==> config.mk <==
export PLATFORM = sky130hd
export DESIGN_NAME = gmm_subtract_w_sort_pipe_flat
export DESIGN_NICKNAME = d
export VERILOG_FILES = /design/src/rtl/gmm_subtract_w_sort_pipe_pkg.sv /design/src/rtl/gmm_subtract_w_sort_pipe_if.sv /design/src/rtl/gmm_subtract_w_sort_pipe_cas.sv /design/src/rtl/gmm_subtract_w_sort_pipe.sv /design/src/flat_wrapper.sv
export SDC_FILE = /design/constraint.sdc
export NUM_CORES = 1
export LEC_CHECK = 0
export BUFFER_PORTS_ARGS = -buffer_cell sky130_fd_sc_hd__buf_2
export CORE_MARGIN = 5
export CORE_UTILIZATION = 44
export CTS_CLUSTER_SIZE = 24
export DETAILED_ROUTE_END_ITERATION = 8
export PLACE_DENSITY_LB_ADDON = 0.1
export SETUP_SLACK_MARGIN = 0.02
export SYNTH_ARGS = -nofsm -noshare
export SYNTH_HDL_FRONTEND = slang
export SYNTH_SLANG_ARGS = --single-unit
==> constraint.sdc <==
create_clock -name clk -period 3.6 [get_ports clk]
set_input_delay 0.72 -clock clk [delete_from_list [all_inputs] [get_ports clk]]
set_output_delay 0.72 -clock clk [all_outputs]
set_load 0.05 [all_outputs]
==> src/rtl/gmm_subtract_w_sort_pipe_pkg.sv <==
// Shared GMM pixel/cluster record types used by the weight-sort pipeline.
// mega_data_t is 153 bits wide; the sorter's DATA_WIDTH parameter must agree.
package gmm_structures;

  localparam int GMM_CLUSTERS = 3;
  localparam int PIX_W        = 6;
  localparam int W_W          = 16;
  localparam int VAR_W        = 8;
  localparam int COLOR_W      = 8;
  localparam int IDX_W        = 2;
  localparam int B_W          = 2;

  typedef logic [IDX_W-1:0] cidx_t;

  typedef struct packed {
    logic [PIX_W-1:0] pixel;
    logic [1:0]       clusters_num;
  } data_t;

  typedef struct packed {
    data_t                                 in;
    logic [GMM_CLUSTERS-1:0][W_W-1:0]     mem_w;
    logic [GMM_CLUSTERS-1:0][VAR_W-1:0]   mem_var;
    logic [GMM_CLUSTERS-1:0][COLOR_W-1:0] mem_color;
    logic [GMM_CLUSTERS-1:0][VAR_W-1:0]   vars;
    cidx_t                                 var_min_idx;
    cidx_t                                 var_max_idx;
    cidx_t                                 p_max_idx;
    logic [VAR_W-1:0]                      var_min;
    logic [VAR_W-1:0]                      var_max;
    logic                                  is_matched;
    logic [B_W-1:0]                        B;
  } mega_data_t;

endpackage

==> src/rtl/gmm_subtract_w_sort_pipe_if.sv <==
// Valid/ready stream carrying one mega_data_t beat per transfer.
interface gmm_subtract_w_sort_pipe_if;
  import gmm_structures::*;

  logic       valid;
  logic       ready;
  mega_data_t data;

  modport master (output valid, output data, input ready);
  modport slave  (input valid, input data, output ready);
endinterface

==> src/rtl/gmm_subtract_w_sort_pipe_cas.sv <==
// One registered compare-and-swap on cluster slots (I,J), with its own valid/ready.
// Heavier live cluster moves to slot I; cluster-index fields follow the swap.
module gmm_subtract_cas_stage
  import gmm_structures::*;
#(
  parameter int I = 0,
  parameter int J = 1
) (
  input  logic       clk,
  input  logic       rst,
  input  logic       in_valid_i,
  input  mega_data_t in_data_i,
  output logic       in_ready_o,
  output logic       out_valid_o,
  output mega_data_t out_data_o,
  input  logic       out_ready_i
);

  localparam cidx_t I_IDX = cidx_t'(I);
  localparam cidx_t J_IDX = cidx_t'(J);

  logic       valid_q;
  mega_data_t data_q;
  mega_data_t data_d;
  logic       swap;

  function automatic cidx_t remap(input cidx_t idx);
    if (idx == I_IDX)      remap = J_IDX;
    else if (idx == J_IDX) remap = I_IDX;
    else                   remap = idx;
  endfunction

  // Strict compare keeps equal weights in place, which makes the network stable.
  assign swap = (I_IDX < in_data_i.in.clusters_num) &&
                (J_IDX < in_data_i.in.clusters_num) &&
                (in_data_i.mem_w[J] > in_data_i.mem_w[I]);

  always_comb begin
    data_d = in_data_i;
    if (swap) begin
      data_d.mem_w[I]     = in_data_i.mem_w[J];
      data_d.mem_w[J]     = in_data_i.mem_w[I];
      data_d.mem_var[I]   = in_data_i.mem_var[J];
      data_d.mem_var[J]   = in_data_i.mem_var[I];
      data_d.mem_color[I] = in_data_i.mem_color[J];
      data_d.mem_color[J] = in_data_i.mem_color[I];
      data_d.vars[I]      = in_data_i.vars[J];
      data_d.vars[J]      = in_data_i.vars[I];
      data_d.var_min_idx  = remap(in_data_i.var_min_idx);
      data_d.var_max_idx  = remap(in_data_i.var_max_idx);
      data_d.p_max_idx    = remap(in_data_i.p_max_idx);
    end
  end

  assign in_ready_o = out_ready_i | ~valid_q;

  always_ff @(posedge clk or negedge rst) begin
    if (!rst) begin
      valid_q <= 1'b0;
      data_q  <= '0;
    end else if (in_ready_o) begin
      valid_q <= in_valid_i;
      // Bubbles advance the valid flag only, so held data is never clobbered.
      if (in_valid_i) data_q <= data_d;
    end
  end

  assign out_valid_o = valid_q;
  assign out_data_o  = data_q;

endmodule

==> src/rtl/gmm_subtract_w_sort_pipe.sv <==
// Three-stage sorting network ordering each pixel's live GMM clusters by weight,
// heaviest first: CAS (0,1), then (1,2), then (0,1).
module gmm_subtract_w_sort_pipe
  import gmm_structures::*;
#(
  parameter int DATA_WIDTH = 153
) (
  input logic                            clk,
  input logic                            rst,
  gmm_subtract_w_sort_pipe_if.slave      snk,
  gmm_subtract_w_sort_pipe_if.master     src
);

  if (DATA_WIDTH != $bits(mega_data_t)) begin : g_width_check
    $error("DATA_WIDTH does not match mega_data_t");
  end

  logic       stage_valid [4];
  logic       stage_ready [4];
  mega_data_t stage_data  [4];

  assign stage_valid[0] = snk.valid;
  assign stage_data[0]  = snk.data;
  assign snk.ready      = stage_ready[0];

  assign stage_ready[3] = src.ready;
  assign src.valid      = stage_valid[3];
  assign src.data       = stage_data[3];

  for (genvar gi = 0; gi < 3; gi++) begin : g_stage
    localparam int PAIR_I = (gi == 1) ? 1 : 0;

    gmm_subtract_cas_stage #(
      .I (PAIR_I),
      .J (PAIR_I + 1)
    ) u_cas (
      .clk         (clk),
      .rst         (rst),
      .in_valid_i  (stage_valid[gi]),
      .in_data_i   (stage_data[gi]),
      .in_ready_o  (stage_ready[gi]),
      .out_valid_o (stage_valid[gi+1]),
      .out_data_o  (stage_data[gi+1]),
      .out_ready_i (stage_ready[gi+1])
    );
  end

endmodule

==> src/flat_wrapper.sv <==
// flat-port wrapper written by rule: the top's interface ports become plain ports
module gmm_subtract_w_sort_pipe_flat import gmm_structures::*;
#(
  parameter int DATA_WIDTH = 153
)
  (clk, rst, snk_valid, snk_data, snk_ready, src_valid, src_data, src_ready);
  gmm_subtract_w_sort_pipe_if snk_i ();
  gmm_subtract_w_sort_pipe_if src_i ();
  input logic clk;
  input logic rst;
  input wire logic [$bits(snk_i.valid)-1:0] snk_valid;
  input wire logic [$bits(snk_i.data)-1:0] snk_data;
  output wire logic [$bits(snk_i.ready)-1:0] snk_ready;
  output wire logic [$bits(src_i.valid)-1:0] src_valid;
  output wire logic [$bits(src_i.data)-1:0] src_data;
  input wire logic [$bits(src_i.ready)-1:0] src_ready;
  assign snk_i.valid = snk_valid;
  assign snk_i.data = snk_data;
  assign snk_ready = snk_i.ready;
  assign src_valid = src_i.valid;
  assign src_data = src_i.data;
  assign src_i.ready = src_ready;
  gmm_subtract_w_sort_pipe #(.DATA_WIDTH(DATA_WIDTH)) u_core (.clk(clk), .rst(rst), .snk(snk_i), .src(src_i));
endmodule
After elaboration in Yosys (flattened, before gate mapping)

Cells that the tools add are included.

Register bits after elaboration: 462
Input bits: 157
Output and inout bits: 155
Word-level logic and storage cells: 139

Multiplexer cells: 31
Reductions and logical operators: 15
Equality and inequality tests: 12
Bitwise operators: 6
Order comparisons: 9

Operators with widths:

| operator           | number |
|---|---|
| $mux 16            | 7 |
| $mux 32            | 3 |
| $gt 16x16->1       | 3 |
| $mux 22            | 2 |
| $mux 2             | 18 |
| $eq 2x1->1 const B | 9 |
| $logic_not 2->1    | 6 |
| $lt 1x2->1 const A | 5 |
| $eq 2x2->1 const B | 3 |
| $logic_and 1x1->1  | 6 |
| $mux 6             | 1 |
| $reduce_and 2->1   | 3 |
| $not 1->1          | 3 |
| $or 1x1->1         | 3 |
| $lt 2x2->1 const A | 1 |

Longest topological paths before layout

Gate-level depths: netlist of the first run.

Depth after elaboration: 5
Depth in mapped cells: 10
Depth with buffers taken out: 7

Cells and area by module

From an unflattened synthesis of the first run, not the netlist that was laid out.

Cell total of the unflattened synthesis: 2,807
Area total of the unflattened synthesis: 24,870.1 µm²

By module, submodules not included:

| module                                               | area an instance (µm²) | cells each | sequential area each (µm²) | instances |
|---|---|---|---|---|
| gmm_subtract_cas_stage (u_core.g_stage[0].u_cas ...) | 8,778.4                | 1,057      | 3,853.7                    | 2 |
| gmm_subtract_cas_stage (u_core.g_stage[1].u_cas)     | 7,313.3                | 693        | 3,853.7                    | 1 |

Worst setup path before layout of the first run

OpenSTA, ideal clock, no wires.

Path kind: input to register
From: input snk_data[111]
To: register u_core.g_stage[0].u_cas.data_q, in the netlist u_core.g_stage[0].u_cas.out_data_o[100]
Setup slack: 1.127 ns
Path buffers: 2
Stages: 9
Arrival time: 2.333 ns
Setup time: 0.141 ns
Required time: 3.459 ns
Cells stage by stage: inv_1 -> ha_1 -> nand4_1 -> nor2_1 -> a211o_1 -> buf_2 -> clkbuf_1 -> o311ai_0 -> nand3_1

Word-level cells in the longest chain between the ends: 3

RTL lines:

| element              | RTL line                           | source |
|---|---|---|
| from (decl)          | flat_wrapper.sv:12                 | `input wire logic [$bits(snk_i.data)-1:0] snk_data;` |
| $gt 16x16->1         | gmm_subtract_w_sort_pipe_cas.sv:36 | `(in_data_i.mem_w[J] > in_data_i.mem_w[I]);` |
| $logic_and 1x1->1    | gmm_subtract_w_sort_pipe_cas.sv:35 | `(J_IDX < in_data_i.in.clusters_num) &&` |
| $mux 32              | gmm_subtract_w_sort_pipe_cas.sv:40 | `if (swap) begin` |
| to (signal assigned) | gmm_subtract_w_sort_pipe_cas.sv:64 | `if (in_valid_i) data_q <= data_d;` |
| to (decl)            | gmm_subtract_w_sort_pipe_cas.sv:23 | `mega_data_t data_q;` |

Every way passes these cells.
A chain may end at the register's enable or synchronous reset.

Worst setup path after layout of the first run

From: register u_core.g_stage[0].u_cas.data_q, in the netlist u_core.g_stage[0].u_cas.out_data_o[128]
To: register u_core.g_stage[1].u_cas.data_q, in the netlist u_core.g_stage[1].u_cas.out_data_o[67]

Word-level cells in the longest chain between the ends: 3

RTL lines:

| element              | RTL line |
|---|---|
| $gt 16x16->1         | gmm_subtract_w_sort_pipe_cas.sv:36 |
| $logic_and 1x1->1    | gmm_subtract_w_sort_pipe_cas.sv:35 |
| $mux 16              | gmm_subtract_w_sort_pipe_cas.sv:40 |
| to (signal assigned) | gmm_subtract_w_sort_pipe_cas.sv:64 |
| to (decl)            | gmm_subtract_w_sort_pipe_cas.sv:23 |

Every way passes these cells.

==> impl_metrics.prom, run 1 <==
# TYPE chip_impl_metric gauge
chip_impl_metric{name="detail_route.first_pass.iterations",unit=""} 6
chip_impl_metric{name="clk-insertion-delay-late",unit="ns"} 0.60
chip_impl_metric{name="p_per_area",unit="nW/um^2"} 740
chip_impl_metric{name="grt_util_all_layers",unit=""} 0.284
chip_impl_metric{name="globalRouteOverflowTotal",unit=""} 0
chip_impl_metric{name="worst-path-buf-inv",unit=""} 3
chip_impl_info{name="ys.flop_type",value="dfrtp_1"} 1
chip_impl_metric{name="detailed_route_via_count",unit=""} 26300
chip_impl_metric{name="syn-mean-instance-area",unit="um^2"} 8.32
chip_impl_info{name="start_kind",value="flop"} 1
chip_impl_metric{name="crit_required",unit="ns"} 4.11
chip_impl_metric{name="hold_violations",unit=""} 0
chip_impl_metric{name="total_negative_setup_slack",unit="ns"} 0
chip_impl_info{name="cell_type_of_the_slowest_stage_on_the_worst_timing_path",value="dfrtp_1"} 1
chip_impl_metric{name="post-route-cell-area",unit="um^2"} 30600
chip_impl_info{name="grt_setup_unrepaired",value="no"} 1
chip_impl_metric{name="holdWs",unit="ns"} 0.126
chip_impl_metric{name="floorplan.initialDensity",unit=""} 0.443
chip_impl_metric{name="share_of_the_yosys_chip_area_belonging_to_registers",unit=""} 0.433
chip_impl_metric{name="cts-buffers-inserted",unit=""} 52
chip_impl_metric{name="fp.dieW",unit="um"} 256
chip_impl_info{name="path_class",value="reg2reg"} 1
chip_impl_metric{name="antennaDiodeCount",unit=""} 0
chip_impl_info{name="worst_hold_path_type",value="in2async"} 1
chip_impl_metric{name="worst_path_largest_cell_delay",unit="ns"} 0.48
chip_impl_metric{name="areaGrowthSynthToFinish",unit="%"} 14.8
chip_impl_metric{name="p_total",unit="mW"} 22.7
chip_impl_metric{name="antenna_found_initial",unit=""} 1
chip_impl_info{name="outcome",value="completed"} 1
chip_impl_metric{name="ys.warnings.count",unit=""} 0
chip_impl_metric{name="wire_per_inst",unit="um"} 23.8
chip_impl_metric{name="post_cts_hold_buffer_count",unit=""} 0
chip_impl_metric{name="synth_seq_cells",unit=""} 462
chip_impl_metric{name="htree_levels",unit=""} 2
chip_impl_info{name="clock-root-buffer",value="clkbuf_16"} 1
chip_impl_metric{name="ioPinCount",unit=""} 312
chip_impl_metric{name="gp_congestion",unit=""} 0.865
chip_impl_metric{name="detail_route.iter0.violations",unit=""} 3339
chip_impl_metric{name="slew_headroom",unit=""} 0.243
chip_impl_metric{name="maximum_number_of_pins_on_one_net_before_global_route_repair",unit=""} 87
chip_impl_metric{name="share_of_layout_cells_above_drive_strength_1",unit=""} 0.154
chip_impl_metric{name="layout_nets",unit=""} 3484
chip_impl_metric{name="cts.repair.resized",unit=""} 0
chip_impl_metric{name="worst_slew_pin_slew",unit="ns"} 1.13
chip_impl_metric{name="placed_cells_incl_taps",unit=""} 3995
chip_impl_metric{name="fp.dieArea",unit="um^2"} 65700
chip_impl_info{name="endpoint_kind",value="flop"} 1
chip_impl_metric{name="maxClockFrequency",unit="MHz"} 344
chip_impl_metric{name="core_area",unit="um^2"} 60200
chip_impl_metric{name="synth_nets",unit=""} 3423
chip_impl_metric{name="critical_path_peak_fanout",unit=""} 51
chip_impl_metric{name="vdd.ir_drop.worst",unit="V"} 0.000496
chip_impl_metric{name="part_of_the_cycle_the_worst_path_needs",unit=""} 0.808
chip_impl_metric{name="placement_stage_cell_area",unit="um^2"} 28800
chip_impl_metric{name="die_h",unit="um"} 256
chip_impl_metric{name="setup_violations",unit=""} 0
chip_impl_metric{name="io_buffer_count",unit=""} 311
chip_impl_metric{name="wl",unit="um"} 97300
chip_impl_metric{name="ant_nets",unit=""} 0
chip_impl_metric{name="grt_pass1_vias",unit=""} 24900
chip_impl_metric{name="edff_count_synth",unit=""} 0
chip_impl_metric{name="place_hpwl",unit="um"} 62800
chip_impl_metric{name="maxCapViolations",unit=""} 0
chip_impl_info{name="tritoncts",value="done"} 1
chip_impl_metric{name="static-leakage-power",unit="nW"} 14.2
chip_impl_metric{name="postSynth.asyncResetShare",unit=""} 1.00
chip_impl_info{name="cp_top_family",value="simple AND/OR/NAND/NOR gates"} 1
chip_impl_metric{name="fp-row-count",unit=""} 90
chip_impl_metric{name="cts_post_setup_buffers_inserted",unit=""} 0
chip_impl_metric{name="final_period_minus_worst_setup_slack",unit="ns"} 2.91
chip_impl_metric{name="critical_path_arrival",unit="ns"} 3.42
chip_impl_metric{name="final_cells",unit=""} 4088
chip_impl_metric{name="viasPerCell",unit=""} 6.44
chip_impl_metric{name="skew",unit="ns"} 0.0241
chip_impl_metric{name="reg_clk_slew_reported_paths",unit="ns"} 0.06
chip_impl_metric{name="synth.lib_cells_used.distinct",unit=""} 45
chip_impl_metric{name="syn-cell-area",unit="um^2"} 26700
chip_impl_metric{name="grt_pass1_wl",unit="um"} 152000
chip_impl_metric{name="syn-instance-count",unit=""} 3206
chip_impl_metric{name="cts_max_path_buffers",unit=""} 3
chip_impl_metric{name="remaining_drc_errors",unit=""} 0
chip_impl_metric{name="cts.sinks",unit=""} 462
chip_impl_info{name="path_cells",value="inv_1 > ha_1 > and4_1 > and2_2 > a21o_2 > buf_12 > buf_4 > o31ai_1 > o211ai_1"} 1
chip_impl_metric{name="final_max_slew_viol_count",unit=""} 0
registers in the layout, indices dropped and copies added, names as in the netlist:
signal	count
u_core.g_stage.u_cas.out_data_o	459
u_core.g_stage.u_cas.out_valid_o	3
area by class of cell:
| class | count | area [um^2] |
|---|---|---|
| Multi-Input combinational cell | 2234 | 13300 |
| Clock buffer | 72 | 1520 |
| Sequential cell | 462 | 11600 |
| Inverter | 130 | 488 |
| Timing Repair Buffer | 387 | 2520 |
| Clock inverter | 21 | 305 |
| Tap cell | 782 | 978 |
| Fill cell | 5749 | 29600 |
placed cells by master (no fill, tap or decap), types with 12 or more instances in the layout:
cell       netlist  layout
ha_1            60      60
nor4_1          71      71
or4_1           80      80
and3_1          65      65
o211ai_1        71      71
o21ai_0         62      62
nand2_1        582     577
a311o_1         80      80
buf_2           33     310
a211oi_1        86      86
inv_1          130     130
clkinv_2         0      13
o311ai_0        88      88
clkbuf_8         0      12
nand3_1        248     248
buf_12           0      31
a22oi_1         86      86
dfrtp_1        462     461
nand4_1         94      94
buf_4            2      45
o31ai_1         80      80
a31oi_1        107     107
a21oi_1        182     182
nor2_1         120     120
clkbuf_16        0      53
metrics by stage:
stage | util | setup WS (ns)
final | 0.509 | 0.691
after global routing | 0.509 | 0.504
after CTS | 0.509 | 0.759
after detailed placement | 0.478 | 0.442
after global placement | 0.478 | 0.631
after floorplan | - | 1.13
cell families after synthesis:
family	synth area share
adders and majority gates	0.0281
and+or+nand+nor	0.230
AOI/OAI and AO/OA	0.233
DFF	0.433
buffers and inverters	0.0758
cell usage after synthesis (all sizes together) (4+ instances only):
cell	instances	share of area
a31oi	107	0.025
nand3	248	0.047
a311o	80	0.030
o31ai	80	0.023
nand4	95	0.023
a21o	4	0.0011
nor4	71	0.017
a211oi	88	0.025
nor3	8	0.0017
inv	130	0.018
dfrtp	462	0.43
a22oi	86	0.024
buf	61	0.013
and3	65	0.015
and4	5	0.0016
nand2	582	0.082
or4	80	0.023
o211ai	71	0.020
nor2	120	0.017
nor2b	5	0.0012
ha	60	0.028
o311ai	95	0.031
o21ai	71	0.013
nand2b	6	0.0014
clkbuf	319	0.045
a21oi	182	0.034
and2	6	0.0014
final timing paths:
check                                                                         start  cells after the start                                                  end  slack [ns]
worst max-delay path            u_core.g_stage[0].u_cas.out_data_o[128]$_DFFE_PN0P_                      9   u_core.g_stage[1].u_cas.out_data_o[67]$_DFFE_PN0P_        0.69
worst min-delay path                                                            rst                      1  u_core.g_stage[2].u_cas.out_data_o[124]$_DFFE_PN0P_        0.13
worst max register to register  u_core.g_stage[0].u_cas.out_data_o[128]$_DFFE_PN0P_                      9   u_core.g_stage[1].u_cas.out_data_o[67]$_DFFE_PN0P_        0.69
worst min register to register   u_core.g_stage[0].u_cas.out_data_o[13]$_DFFE_PN0P_                      2   u_core.g_stage[1].u_cas.out_data_o[13]$_DFFE_PN0P_        0.46
max in group asynchronous                                                       rst                      2  u_core.g_stage[0].u_cas.out_data_o[112]$_DFFE_PN0P_        2.52
min in group clk                                                      snk_data[149]                      3  u_core.g_stage[0].u_cas.out_data_o[149]$_DFFE_PN0P_        0.31
where the power goes:
group          switching [mW]  internal, mW
registers                1.20          6.70
logic                    6.64          2.41
clock network            2.22          3.50
total                    10.1          12.6
layer usage:
| metal | global-route usage | wire length, um | vias to the layer above | share of wire |
|---|---|---|---|---|
| li1 | - | - | 11900 | - |
| met1 | 0.435 | 43500 | 13000 | 0.45 |
| met2 | 0.407 | 41600 | 1331 | 0.43 |
| met3 | 0.0738 | 10300 | 110 | 0.11 |
| met4 | 0.0561 | 1920 | 2 | 0.020 |
| met5 | 0 | 13 | - | 0.00013 |
No activity file was read; power rests on OpenSTA's default activity.
==> run 2, diff against run 1 <==
- clock period: 3.6 -> 3 ns (I/O delays scaled with it)
==> impl_metrics.prom, run 2 (synthesis gave the netlist of run 1 again) <==
# TYPE chip_impl_metric gauge
chip_impl_metric{name="place_hpwl",unit="um"} 63700
chip_impl_metric{name="slew_headroom",unit=""} 0.407
chip_impl_info{name="start_kind",value="flop"} 1
chip_impl_metric{name="viasPerCell",unit=""} 6.45
chip_impl_metric{name="post_cts_hold_buffer_count",unit=""} 1
chip_impl_metric{name="worst_path_largest_cell_delay",unit="ns"} 0.45
chip_impl_metric{name="floorplan.initialDensity",unit=""} 0.443
chip_impl_metric{name="met2_usage",unit=""} 0.399
chip_impl_metric{name="areaGrowthSynthToFinish",unit="%"} 16.5
chip_impl_info{name="cell_type_of_the_slowest_stage_on_the_worst_timing_path",value="dfrtp_1"} 1
chip_impl_metric{name="cts-buffers-inserted",unit=""} 52
chip_impl_metric{name="worst-path-buf-inv",unit=""} 2
chip_impl_metric{name="globalRouteOverflowTotal",unit=""} 0
chip_impl_info{name="layout_commonest_cell",value="nand2_1"} 1
chip_impl_metric{name="cts.sinks",unit=""} 462
chip_impl_metric{name="total_negative_setup_slack",unit="ns"} 0
chip_impl_metric{name="grt_util_all_layers",unit=""} 0.283
chip_impl_metric{name="clk-insertion-delay-late",unit="ns"} 0.61
chip_impl_metric{name="clock_power_share",unit=""} 0.263
chip_impl_metric{name="antenna_found_initial",unit=""} 1
chip_impl_metric{name="holdWs",unit="ns"} 0.182
chip_impl_metric{name="wl",unit="um"} 97800
chip_impl_metric{name="detail_route.first_pass.iterations",unit=""} 6
chip_impl_info{name="launching_instance_or_port_of_the_critical_path",value="u_core.g_stage[2].u_cas.out_valid_o$_DFFE_PN0P_"} 1
chip_impl_metric{name="netSwitchingFraction",unit=""} 0.438
chip_impl_info{name="outcome",value="completed"} 1
chip_impl_metric{name="grt_pass1_wl",unit="um"} 152000
chip_impl_info{name="busiest_metal_layer_after_global_routing",value="met1"} 1
chip_impl_metric{name="reg_clk_slew_reported_paths",unit="ns"} 0.06
chip_impl_info{name="crit_reg_reg_startpoint",value="u_core.g_stage[1].u_cas.out_data_o[128]$_DFFE_PN0P_"} 1
chip_impl_metric{name="fp.dieW",unit="um"} 256
chip_impl_metric{name="ant_nets",unit=""} 0
chip_impl_info{name="worstReg2RegEnd",value="u_core.g_stage[2].u_cas.out_data_o[24]$_DFFE_PN0P_"} 1
chip_impl_metric{name="ioPinCount",unit=""} 312
chip_impl_metric{name="final_period_minus_worst_setup_slack",unit="ns"} 2.71
chip_impl_metric{name="maxClockFrequency",unit="MHz"} 370
chip_impl_metric{name="net-switching-power",unit="mW"} 12.2
chip_impl_metric{name="gp_congestion",unit=""} 0.900
chip_impl_metric{name="layout_nets",unit=""} 3504
chip_impl_info{name="tritoncts",value="done"} 1
chip_impl_metric{name="ff2ff_path_depth",unit=""} 7
chip_impl_metric{name="wire_per_inst",unit="um"} 23.8
chip_impl_metric{name="vdd.ir_drop.worst",unit="V"} 0.000514
chip_impl_metric{name="largest_register_ff_count",unit=""} 459
chip_impl_metric{name="r2r_slack",unit="ns"} 0.32
chip_impl_metric{name="core_area",unit="um^2"} 60200
chip_impl_metric{name="worst_slew_pin_slew",unit="ns"} 0.889
chip_impl_metric{name="setup_violations",unit=""} 0
chip_impl_info{name="path_class",value="reg2out"} 1
chip_impl_metric{name="htree_levels",unit=""} 2
chip_impl_metric{name="critical_path_peak_fanout",unit=""} 67
chip_impl_metric{name="cts_post_setup_buffers_inserted",unit=""} 0
chip_impl_metric{name="met1_usage",unit=""} 0.432
chip_impl_info{name="clock-root-buffer",value="clkbuf_16"} 1
chip_impl_metric{name="fp-row-count",unit=""} 90
chip_impl_info{name="top_library_cells_by_usage_in_the_layout_fill_and_taps_aside",value="nand2_1, dfrtp_1, buf_2, nand3_1, a21oi_1"} 1
chip_impl_metric{name="critical_path_arrival",unit="ns"} 2.11
chip_impl_metric{name="cts_max_path_buffers",unit=""} 3
chip_impl_metric{name="maxCapViolations",unit=""} 0
chip_impl_metric{name="skew",unit="ns"} 0.0149
chip_impl_info{name="cp_top_family",value="buffers and inverters"} 1
chip_impl_metric{name="antennaDiodeCount",unit=""} 0
chip_impl_metric{name="share_of_layout_cells_above_drive_strength_1",unit=""} 0.159
chip_impl_info{name="hold_start",value="snk_data[3]"} 1
chip_impl_metric{name="grt_pass1_vias",unit=""} 25100
chip_impl_metric{name="fp.dieArea",unit="um^2"} 65700
chip_impl_metric{name="static-leakage-power",unit="nW"} 14.4
chip_impl_info{name="grt_setup_unrepaired",value="no"} 1
chip_impl_metric{name="p_per_area",unit="nW/um^2"} 899
chip_impl_metric{name="min_path_cells",unit=""} 3
chip_impl_metric{name="final_cells",unit=""} 4106
chip_impl_metric{name="hold_violations",unit=""} 0
chip_impl_metric{name="placed_cells_incl_taps",unit=""} 4014
chip_impl_metric{name="part_of_the_cycle_the_worst_path_needs",unit=""} 0.902
chip_impl_metric{name="die_h",unit="um"} 256
chip_impl_metric{name="maximum_number_of_pins_on_one_net_before_global_route_repair",unit=""} 90
chip_impl_metric{name="remaining_drc_errors",unit=""} 0
chip_impl_metric{name="cts.repair.resized",unit=""} 0
chip_impl_info{name="holdPathEnd",value="u_core.g_stage[0].u_cas.out_data_o[3]$_DFFE_PN0P_"} 1
chip_impl_info{name="worst_hold_path_type",value="in2reg"} 1
chip_impl_metric{name="pwr-share-seq",unit=""} 0.341
chip_impl_metric{name="io_buffer_count",unit=""} 311
chip_impl_metric{name="grt.met3_usage",unit=""} 0.0796
chip_impl_info{name="endpoint_kind",value="output port"} 1
chip_impl_info{name="path_cells",value="nand4b_1 > buf_12 > buf_2"} 1
chip_impl_metric{name="power.share.combinational",unit=""} 0.396
chip_impl_metric{name="detail_route.iter0.violations",unit=""} 3539
chip_impl_metric{name="internal_power",unit="mW"} 15.7
chip_impl_metric{name="detailed_route_via_count",unit=""} 26500
chip_impl_metric{name="final_max_slew_viol_count",unit=""} 0
chip_impl_metric{name="crit_required",unit="ns"} 2.40
chip_impl_metric{name="p_total",unit="mW"} 27.9
-- run 2: changes by cell type in the layout (fill, tap and decap cells not counted), moves of 2 or more --
cell / change
clkinv_2: -9
bufinv_16: +5
clkbuf_1: -3
clkinvlp_4: +3
inv_6: +2
buf_4: +6
buf_12: +13
-- run 2: layout make-up --
type,count,area (um^2)
tap,782,978
fill,5633,29200
inverter,130,488
sequential,462,11600
multi-input combinational,2234,13300
timing repair buffer,407,2840
clock buffer,68,1490
clock inverter,23,459
-- run 2: worst register-to-register path: cells and delay by family (launching register included) --
kind                     cells  cell delay (ns)
AO/OA/AOI/OAI                4             1.21
flip-flops                   1             0.43
AND/OR/NAND/NOR              1             0.27
adder cells (fa/ha/maj)      1             0.36
buffers and inverters        1             0.29
-- run 2: metal layers --
| metal | part of all wire | wire [um] | vias up |
|---|---|---|---|
| met3 | 0.10 | 10200 | 122 |
| met1 | 0.45 | 43900 | 13000 |
| met5 | 0 | 0 | - |
| li1 | - | - | 12000 |
| met4 | 0.024 | 2350 | 0 |
| met2 | 0.42 | 41300 | 1339 |
-- run 2: per-stage QoR --
| stage | utilization | cell area [um^2] | worst slack [ns] |
|---|---|---|---|
| 2_1_floorplan | - | 26700 | 0.647 |
| 3_3_place_gp | 0.483 | 29100 | 0.177 |
| 3_5_place_dp | 0.483 | 29100 | 0.180 |
| 4_1_cts | 0.516 | 31100 | 0.274 |
| 5_1_grt | 0.516 | 31100 | 0.149 |
| 6_report | 0.516 | 31100 | 0.294 |
-- run 2: power groups by stage --
stage	clock network [mW]	logic, mW	registers (mW)
after floorplan	0	4.94	11.9
after global placement	0	10.8	9.54
after detailed placement	0	11.0	9.58
after CTS	7.47	11.0	9.49
after global routing	7.73	11.9	9.70
final	7.36	11.0	9.53
-- run 2: worst max path at each step --
| stage | endpoint | slack, ns | depth (start not counted) |
|---|---|---|---|
| final | snk_ready | 0.29 | 3 |
| after global routing | u_core.g_stage[2].u_cas.out_data_o[24]$_DFFE_PN0P_ | 0.15 | 7 |
| after CTS | snk_ready | 0.27 | 3 |
| after detailed placement | u_core.g_stage[0].u_cas.out_data_o[126]$_DFFE_PN0P_ | 0.18 | 10 |
| after global placement | u_core.g_stage[0].u_cas.out_data_o[127]$_DFFE_PN0P_ | 0.18 | 10 |
| after floorplan | u_core.g_stage[0].u_cas.out_data_o[100]$_DFFE_PN0P_ | 0.65 | 9 |
